[config.mk]
export PLATFORM = sky130hd
export DESIGN_NAME = line_pixel_writer
export DESIGN_NICKNAME = d
export VERILOG_FILES = /design/src/rtl/line_pixel_writer.sv
export SDC_FILE = /design/constraint.sdc
export NUM_CORES = 1
export LEC_CHECK = 0
export CORE_MARGIN = 5
export CORE_UTILIZATION = 34
export CTS_CLUSTER_SIZE = 10
export DETAILED_ROUTE_END_ITERATION = 7
export HOLD_SLACK_MARGIN = 0.15
export SKIP_LAST_GASP = 1
export SYNTH_ARGS = -nofsm -noshare
export SYNTH_HDL_FRONTEND = slang
export SYNTH_SLANG_ARGS = --single-unit
[constraint.sdc]
create_clock -name clk -period 12.7 [get_ports clk]
set_clock_uncertainty 0.1 [all_clocks]
set_input_delay 2.54 -clock clk [delete_from_list [all_inputs] [get_ports clk]]
set_output_delay 2.54 -clock clk [all_outputs]
set_load 0.02 [all_outputs]
[src/rtl/line_pixel_writer.sv]
// line_pixel_writer: steps a line through an external stepper and writes every on-screen pixel over req/ack.
// Optional: define LINE_PIXEL_STATS_EN to add the pix_written/pix_clipped counters.
module line_pixel_writer #(
  parameter int FB_WIDTH   = 640,
  parameter int FB_HEIGHT  = 480,
  parameter int ADDR_W     = 20,
  parameter int COLOR_W    = 16,
  parameter int MAX_PIXELS = 65535
) (
  input  logic               clk,
  input  logic               reset,
  input  logic               start,
  input  logic [15:0]        x1,
  input  logic [15:0]        y1,
  input  logic [15:0]        x2,
  input  logic [15:0]        y2,
  input  logic [COLOR_W-1:0] color,
  input  logic [ADDR_W-1:0]  fb_base,
  output logic               calculate,
  output logic               get_pixel,
  output logic [15:0]        sx1,
  output logic [15:0]        sy1,
  output logic [15:0]        sx2,
  output logic [15:0]        sy2,
  input  logic [15:0]        px,
  input  logic [15:0]        py,
  input  logic               line_complete,
  output logic               wr_req,
  output logic [ADDR_W-1:0]  wr_addr,
  output logic [COLOR_W-1:0] wr_data,
  input  logic               wr_ack,
  output logic               busy,
  output logic               done,
`ifdef LINE_PIXEL_STATS_EN
  output logic               timeout,
  output logic [15:0]        pix_written,
  output logic [15:0]        pix_clipped
`else
  output logic               timeout
`endif
);

  typedef enum logic [2:0] {
    S_IDLE, S_CALC, S_LOAD, S_FETCH, S_WRITE, S_STEP, S_SETTLE, S_DONE
  } state_t;

  state_t state, next_state;

  localparam logic [31:0] FB_W32  = 32'(FB_WIDTH);
  localparam logic [31:0] FB_H32  = 32'(FB_HEIGHT);
  localparam logic [15:0] CNT_MAX = 16'(MAX_PIXELS);

  logic [ADDR_W-1:0] base_q;
  logic [15:0]       pix_cnt;
  logic [31:0]       row_offset;
  logic [ADDR_W-1:0] addr_sum;
  logic              clipped;
  logic              cnt_at_max;
  logic              accept;

  // Address arithmetic is done at 32 bits and simply wraps into the ADDR_W window.
  assign row_offset = {16'd0, py} * FB_W32;
  assign addr_sum   = ADDR_W'(row_offset + {16'd0, px} + 32'(base_q));
  assign clipped    = ({16'd0, px} >= FB_W32) || ({16'd0, py} >= FB_H32);
  assign cnt_at_max = (pix_cnt == CNT_MAX);
  assign accept     = (state == S_IDLE) && start;

  assign calculate = (state == S_CALC);
  assign get_pixel = (state == S_STEP);
  assign wr_req    = (state == S_WRITE);
  assign done      = (state == S_DONE);
  assign busy      = (state != S_IDLE);

  always_ff @(posedge clk) begin
    if (reset) state <= S_IDLE;
    else       state <= next_state;
  end

  always_comb begin
    next_state = state;
    case (state)
      S_IDLE:   if (start) next_state = S_CALC;
      S_CALC:   next_state = S_LOAD;
      S_LOAD:   next_state = S_FETCH;
      S_FETCH:  next_state = clipped ? S_STEP : S_WRITE;
      S_WRITE:  if (wr_ack) next_state = S_STEP;
      S_STEP:   next_state = S_SETTLE;
      // line_complete wins over the watchdog so a line ending exactly at the limit is not a timeout.
      S_SETTLE: begin
        if (line_complete)   next_state = S_DONE;
        else if (cnt_at_max) next_state = S_DONE;
        else                 next_state = S_FETCH;
      end
      S_DONE:   next_state = S_IDLE;
      default:  next_state = S_IDLE;
    endcase
  end

  always_ff @(posedge clk) begin
    if (reset) begin
      sx1     <= '0;
      sy1     <= '0;
      sx2     <= '0;
      sy2     <= '0;
      wr_data <= '0;
      wr_addr <= '0;
      base_q  <= '0;
      pix_cnt <= '0;
      timeout <= 1'b0;
    end else begin
      if (accept) begin
        sx1     <= x1;
        sy1     <= y1;
        sx2     <= x2;
        sy2     <= y2;
        wr_data <= color;
        base_q  <= fb_base;
        pix_cnt <= '0;
        timeout <= 1'b0;
      end
      if (state == S_FETCH) wr_addr <= addr_sum;
      if (state == S_STEP && pix_cnt != 16'hFFFF) pix_cnt <= pix_cnt + 16'd1;
      if (state == S_SETTLE && !line_complete && cnt_at_max) timeout <= 1'b1;
    end
  end

`ifdef LINE_PIXEL_STATS_EN
  always_ff @(posedge clk) begin
    if (reset) begin
      pix_written <= '0;
      pix_clipped <= '0;
    end else if (accept) begin
      pix_written <= '0;
      pix_clipped <= '0;
    end else begin
      if (state == S_WRITE && wr_ack && pix_written != 16'hFFFF)
        pix_written <= pix_written + 16'd1;
      if (state == S_FETCH && clipped && pix_clipped != 16'hFFFF)
        pix_clipped <= pix_clipped + 16'd1;
    end
  end
`endif

endmodule

==> flow_metrics.env, run 1 <==
export IMPL_status="finished, final reports clean"
export IMPL_finalPower_w=0.001471
export IMPL_synthSimpleGateAreaFrac_pct=20.84
export IMPL_antenna_cells=0
export IMPL_yosysSeqAreaShare_pct=41.12
export IMPL_fp_dieH_um=151.6
export IMPL_synth_top_family_by_area="simple AND/OR/NAND/NOR gates"
export IMPL_r2r_end="wr_addr[19]$_SDFFE_PP0P_"
export IMPL_worstSkewPairLatency_ps=430
export IMPL_vias=6509
export IMPL_layout_commonest_cell="nand2_1"
export IMPL_place_congestion=0.8343
export IMPL_avgSynthCellArea_um2=7.980
export IMPL_cp_max_fo=5
export IMPL_io_buffers=242
export IMPL_startpoint="py[1]"
export IMPL_ant_nets=0
export IMPL_period_share_pct=52.86
export IMPL_syn_num_nets=1050
export IMPL_critPathRequiredTime_ps=12940
export IMPL_track_usage_pct=17.52
export IMPL_synth_area_leaders="dfxtp_1 41%, nand2_1 14%, a21oi_1 10%"
export IMPL_synthArstFlopShare_pct=0
export IMPL_period_needed_ps=6713
export IMPL_grt_most_used_layer="met2"
export IMPL_synth_area_mux_share_pct=0.1652
export IMPL_r2r_cells=10
export IMPL_p_seq_share_pct=34.6
export IMPL_drtIter0Drc=228
export IMPL_reg2reg_from="base_q[9]$_SDFFE_PP0P_"
export IMPL_maxCapViolations=0
export IMPL_powerDensity_mw_per_mm2=147.3
export IMPL_synth_top_area_share_pct=41.12
export IMPL_design_core_area_mm2=0.01959
export IMPL_p_leak_nw=3.829
export IMPL_worstMarginPinSlew_ps=971.7
export IMPL_wire_per_inst_um=15.19
export IMPL_overflow=0
export IMPL_met1_usage_pct=20.18
export IMPL_worstSetupPathType="in -> reg"
export IMPL_antenna_found_initial=2
export IMPL_p_int_w=0.0009552
export IMPL_dieArea_mm2=0.02298
export IMPL_synth_ff_type="dfxtp_1"
export IMPL_initial_core_util_pct=34.79
export IMPL_boundaryPins=243
export IMPL_hold_end="wr_addr[11]$_SDFFE_PP0P_"
export IMPL_drv_slew=0
export IMPL_cp_end_kind="flop"
export IMPL_root_buffer="clkbuf_16"
export IMPL_drcViolationCount=0
export IMPL_cts_tree="built"
export IMPL_synth_ff_latch_count=140
export IMPL_hold_depth=2
export IMPL_clockPowerShare_pct=32.2
export IMPL_reg2reg_slack_ps=9560
export IMPL_final_cell_mix="251 x nand2_1, 241 x clkdlybuf4s50_1, 141 x a21oi_1, 140 x dfxtp_1, 48 x ha_1"
export IMPL_syn_area_mm2=0.006815
export IMPL_clkSinkCount=140
export IMPL_grt_pass1_vias=6294
export IMPL_clockBufferDepth=2
export IMPL_max_slew_margin_pct=35.22
export IMPL_rows=51
export IMPL_fmax_ghz=0.1490
export IMPL_grt_max_degree=90
export IMPL_cts_setup_buffers=0
export IMPL_viasPerCell=4.818
export IMPL_setup_tns_final_ps=0
export IMPL_synth_edff_count=0
export IMPL_rsz0062_at_grt="no"
export IMPL_crit_arrival_ps=6950
export IMPL_startpoint_type="input pin"
export IMPL_nets=1269
export IMPL_place_hpwl_mm=14.87
export IMPL_synth_compound_gate_area_share_pct=18.41
export IMPL_holdWs_ps=349.2
export IMPL_dr_pass1_iters=4
export IMPL_synthDistinctLibCells=52
export IMPL_use_met2_pct=29.16
export IMPL_drive_above_1_share_pct=4.328
export IMPL_synth_fa_ha_area_share_pct=12.04
export IMPL_die_width_um=151.6
export IMPL_cts_repair_resized=0
export IMPL_cts_hold_buf=0
export IMPL_cts_htree_levels=4
export IMPL_synthCells=854
export IMPL_power_switching_w=0.0005161
export IMPL_grt_pass1_wl_mm=31.68
export IMPL_ys_warn_count=0
export IMPL_peakVddDrop_mv=0.08407
export IMPL_finalSetupViolCount=0
export IMPL_numCtsBuffers=17
export IMPL_drt_total_wl_mm=20.52
export IMPL_path_clk_slew_ps=60
export IMPL_comb_power_share_pct=33.2
export IMPL_swShare_pct=35.08
export IMPL_synth_xor_area_share_pct=3.598
export IMPL_hold_violations=0
export IMPL_min_path_type="reg -> reg"
export IMPL_synth_largest_area_cell="dfxtp_1"
export IMPL_hp_start="wr_addr[11]$_SDFFE_PP0P_"
export IMPL_use_met3_pct=8.150
export IMPL_syn_to_final_growth_pct=46.52
==> area by class of cell <==
class                   count  area (µm²)
flip-flops and latches    140        2803
well taps                 265       331.6
clock inverters            15       127.6
repair buffers            246        2450
multi-input cells         645        3762
inverters                  23       86.33
clock buffers              17       425.4
fillers                  1995        9604
==> cells by family (layout without fill, tap and decap cells) <==
group / after synthesis / in the layout
AOI/OAI and AO/OA: 216 / 216
xor gates and xnor gates: 28 / 28
adders and majority gates: 59 / 59
buffers and inverters: 69 / 301
DFF: 140 / 140
muxes: 1 / 1
and+or+nand+nor: 341 / 341
==> per-layer routing <==
metal | up-vias | part of all wire [%]
met1 | 2955 | 41
li1 | 3344 | -
met2 | 183 | 47
met4 | 4 | 1.4
met5 | - | 0.13
met3 | 23 | 11
==> through the flow <==
step	instance area (µm²)	setup WS [ps]	instances	utilization (%)
2_1_floorplan	6815	6388	854	-
3_3_place_gp	9433	5636	1319	48.15
3_5_place_dp	9433	5581	1319	48.15
4_1_cts	9986	5993	1351	50.97
5_1_grt	9986	5626	1351	50.97
6_report	9986	5987	1351	50.97
==> how the worst max path moves through the flow <==
stage | end | slack, ps | cells after the start
6_report | wr_addr[19]$_SDFFE_PP0P_ | 5990 | 16
3_3_place_gp | wr_addr[19]$_SDFFE_PP0P_ | 5640 | 16
3_5_place_dp | wr_addr[19]$_SDFFE_PP0P_ | 5580 | 16
2_1_floorplan | wr_addr[19]$_SDFFE_PP0P_ | 6390 | 15
4_1_cts | wr_addr[19]$_SDFFE_PP0P_ | 5990 | 16
5_1_grt | wr_addr[19]$_SDFFE_PP0P_ | 5630 | 16
==> registers in the layout, indices dropped and copies added, names as in the netlist <==
| register | count |
|---|---|
| sx2 | 16 |
| wr_addr | 20 |
| pix_cnt | 16 |
| sy1 | 16 |
| sy2 | 16 |
| wr_data | 16 |
| timeout | 1 |
| sx1 | 16 |
| base_q | 20 |
| state | 3 |
==> power groups by stage <==
stage	combinational (W)	clock (W)	sequential [W]
global placement	0.000494	0	0.000517
finish	0.000489	0.000473	0.000509
global route	0.000546	0.000507	0.000515
floorplan	0.000265	0	0.000555
detailed placement	0.000495	0	0.000519
CTS	0.000498	0.000487	0.000509
==> Yosys cell counts (2+ instances only) <==
master and number:
a31oi_1 2, o211ai_1 4, nor3b_1 3, nand3_1 10, a21o_1 12, fa_1 11
xor2_1 11, nand4_1 6, o21bai_1 4, o21ai_0 18, a211oi_1 6, dfxtp_1 140
nand3b_1 2, and2_1 4, nor2_1 37, and3_1 4, a311oi_1 5, o21a_1 4
xnor2_1 17, a22o_1 3, ha_1 48, nor3_1 6, o31ai_1 2, nor4_1 4
a41oi_1 3, nand2b_1 2, a2111oi_0 2, inv_1 23, clkbuf_1 45, nand2_1 252
nor2b_1 3, a21oi_1 141
==> worst max-delay path, cell delays in order <==
cell	delay, ps
clkdlybuf4s50_1	460
ha_1	310
ha_1	240
fa_1	420
a21o_1	200
a21oi_1	220
xnor2_1	170
fa_1	450
ha_1	370
a21oi_1	270
o211ai_1	140
a221oi_1	310
o311ai_0	240
a21o_1	220
a21o_1	150
a311oi_1	240
(Power assumes the default switching activity.)
==> run 2, diff against run 1 <==
PLACE_DENSITY = 0.66   (was default)
clock period = 5.4 ns   (was 12.7 ns; I/O delays follow)
==> run 2 against run 1 <==
  * Routed wire length rose by 1.3%
  * Worst setup slack got worse by 5600 ps
  * Flip-flop and latch count stayed put
  * Power grew 140%
  * Hold slack got worse by 0.86 ps
  * First-iteration DRC count increased by 22%
  * Via count is 1.7% higher
  * Critical path type unchanged
  * Largest cell class unchanged
==> flow_metrics.env, run 2 (same netlist as run 1, synthesis figures left out) <==
export IMPL_utilization_pct=51.49
export IMPL_numCtsBuffers=17
export IMPL_clockBufferDepth=2
export IMPL_r2r_cells=10
export IMPL_ant_nets=0
export IMPL_critical_path_slowest_cell="fa_1"
export IMPL_reg2reg_from="base_q[9]$_SDFFE_PP0P_"
export IMPL_antenna_found_initial=2
export IMPL_finalSetupViolCount=0
export IMPL_rsz0062_at_grt="no"
export IMPL_status="finished, final reports clean"
export IMPL_vias=6619
export IMPL_overflow=0
export IMPL_track_usage_pct=18.06
export IMPL_hold_end="wr_addr[10]$_SDFFE_PP0P_"
export IMPL_grt_pass1_wl_mm=33.07
export IMPL_fill_cells=1934
export IMPL_die_width_um=151.6
export IMPL_cts_repair_resized=0
export IMPL_max_slew_margin_pct=30.37
export IMPL_drive_above_1_share_pct=4.840
export IMPL_cp_max_fo=3
export IMPL_worstSkewPairLatency_ps=420
export IMPL_place_congestion=0.8138
export IMPL_place_hpwl_mm=15.25
export IMPL_reg2reg_slack_ps=2310
export IMPL_hold_violations=0
export IMPL_path_cells="clkdlybuf4s50_1 > ha_1 > ha_1 > fa_1 > a21o_1 > a21oi_1 > xnor2_1 > fa_1 > ha_1 > a21oi_1 > o211ai_1 > a221oi_1 > o311ai_1 > a21o_1 > a21o_1 > a311oi_1"
export IMPL_drv_slew=0
export IMPL_maxCapViolations=0
export IMPL_period_share_pct=93.48
export IMPL_cts_setup_buffers=0
export IMPL_dieArea_mm2=0.02298
export IMPL_hp_start="wr_addr[10]$_SDFFE_PP0P_"
export IMPL_crit_arrival_ps=5260
export IMPL_peakVddDrop_mv=0.2560
export IMPL_initial_core_util_pct=34.79
export IMPL_period_needed_ps=5048
export IMPL_drt_total_wl_mm=20.79
export IMPL_reg_top3="base_q x20, wr_addr x20"
export IMPL_setup_tns_final_ps=0
export IMPL_drtIter0Drc=279
export IMPL_startpoint_type="input pin"
export IMPL_crit_family="compound AO/OA/AOI/OAI gates"
export IMPL_layout_commonest_cell="nand2_1"
export IMPL_crit_path_max_incr_delay_ps=450
export IMPL_viasPerCell=4.867
export IMPL_drcViolationCount=0
export IMPL_powerDensity_mw_per_mm2=351.6
export IMPL_p_int_w=0.002362
export IMPL_worstSetupPathType="in -> reg"
export IMPL_hold_depth=2
export IMPL_clkSinkCount=140
export IMPL_syn_to_final_growth_pct=48.01
export IMPL_final_cell_mix="251 x nand2_1, 241 x clkdlybuf4s50_1, 141 x a21oi_1, 140 x dfxtp_1, 48 x ha_1"
export IMPL_power_switching_w=0.001185
export IMPL_rows=51
export IMPL_cts_hold_buf=0
export IMPL_root_buffer="clkbuf_16"
export IMPL_cts_htree_levels=4
export IMPL_cts_tree="built"
export IMPL_worstMarginPinSlew_ps=1044
export IMPL_antenna_cells=0
export IMPL_comb_power_share_pct=33.2
export IMPL_wire_per_inst_um=15.28
export IMPL_nets=1278
export IMPL_critPathBufInv=1
export IMPL_fp_dieH_um=151.6
export IMPL_boundaryPins=243
export IMPL_p_leak_nw=3.879
export IMPL_min_path_type="reg -> reg"
export IMPL_clockPowerShare_pct=33.0
export IMPL_dr_pass1_iters=4
export IMPL_r2r_end="wr_addr[19]$_SDFFE_PP0P_"
export IMPL_io_buffers=242
export IMPL_p_seq_share_pct=33.8
export IMPL_grt_max_degree=94
export IMPL_critPathRequiredTime_ps=5620
export IMPL_cp_end_kind="flop"
export IMPL_grt_pass1_vias=6662
export IMPL_fmax_ghz=0.1981
export IMPL_swShare_pct=33.42
export IMPL_design_core_area_mm2=0.01959
export IMPL_path_clk_slew_ps=60
## run 2: cell count changes in the layout (fill, tap and decap cells not counted), sizes merged
cell / change
buf: +9
inv: -7
clkbuf: +4
bufinv: +2
clkinvlp: +1
## run 2: layout make-up
cell class	count	area [µm²]	share of cell area [%]
multi-input cells	645	3762	37.30
flip-flops and latches	140	2803	27.78
repair buffers	255	2517	24.96
clock buffers	21	450.4	4.465
well taps	265	331.6	3.287
clock inverters	11	136.4	1.352
inverters	23	86.33	0.8559
## run 2: routing by layer
layer  global-route usage [%]  part of all wire [%]
met5                        0                  0.13
met4                    4.897                   1.8
met3                    8.745                    11
met2                    30.56                    47
met1                    20.32                    41
## run 2: how the worst max path moves through the flow
stage           from                        to  slack (ps)  depth (start not counted)
2_1_floorplan  py[1]  wr_addr[19]$_SDFFE_PP0P_         550                         15
3_3_place_gp   py[1]  wr_addr[19]$_SDFFE_PP0P_         -40                         16
3_5_place_dp   py[1]  wr_addr[19]$_SDFFE_PP0P_        -110                         16
4_1_cts        py[1]  wr_addr[19]$_SDFFE_PP0P_         310                         16
5_1_grt        py[1]  wr_addr[19]$_SDFFE_PP0P_          30                         16
6_report       py[1]  wr_addr[19]$_SDFFE_PP0P_         350                         16
## run 2: per-stage QoR
step           setup WS (ps)  power [W]  instances  cell area [µm²]  hold WS (ps)
5_1_grt                31.18   0.003777       1360            10090         367.4
4_1_cts                312.0   0.003593       1360            10090         351.1
3_5_place_dp          -108.7   0.002406       1328             9500         343.3
2_1_floorplan          548.1   0.001929        854             6815         336.3
3_3_place_gp          -43.20   0.002393       1328             9500         341.0
6_report               351.9   0.003547       1360            10090         348.4
## run 2: worst reg2reg max path, stage by stage, from the launching register on
cell and delay (ps):
dfxtp_1 350, inv_1 70, fa_1 500, inv_1 40
ha_1 380, a21boi_0 330, nand4_1 230, o311ai_1 390
nand3_1 150, a21o_1 210, a311oi_1 250
## run 2: power by group through the flow
stage                     sequential [W]  clock, W  combinational, W
after detailed placement         0.00122         0           0.00119
after global placement           0.00122         0           0.00118
after CTS                        0.00120   0.00120           0.00119
after floorplan                  0.00130         0          0.000624
after global routing             0.00121   0.00125           0.00132
final                            0.00120   0.00117           0.00118
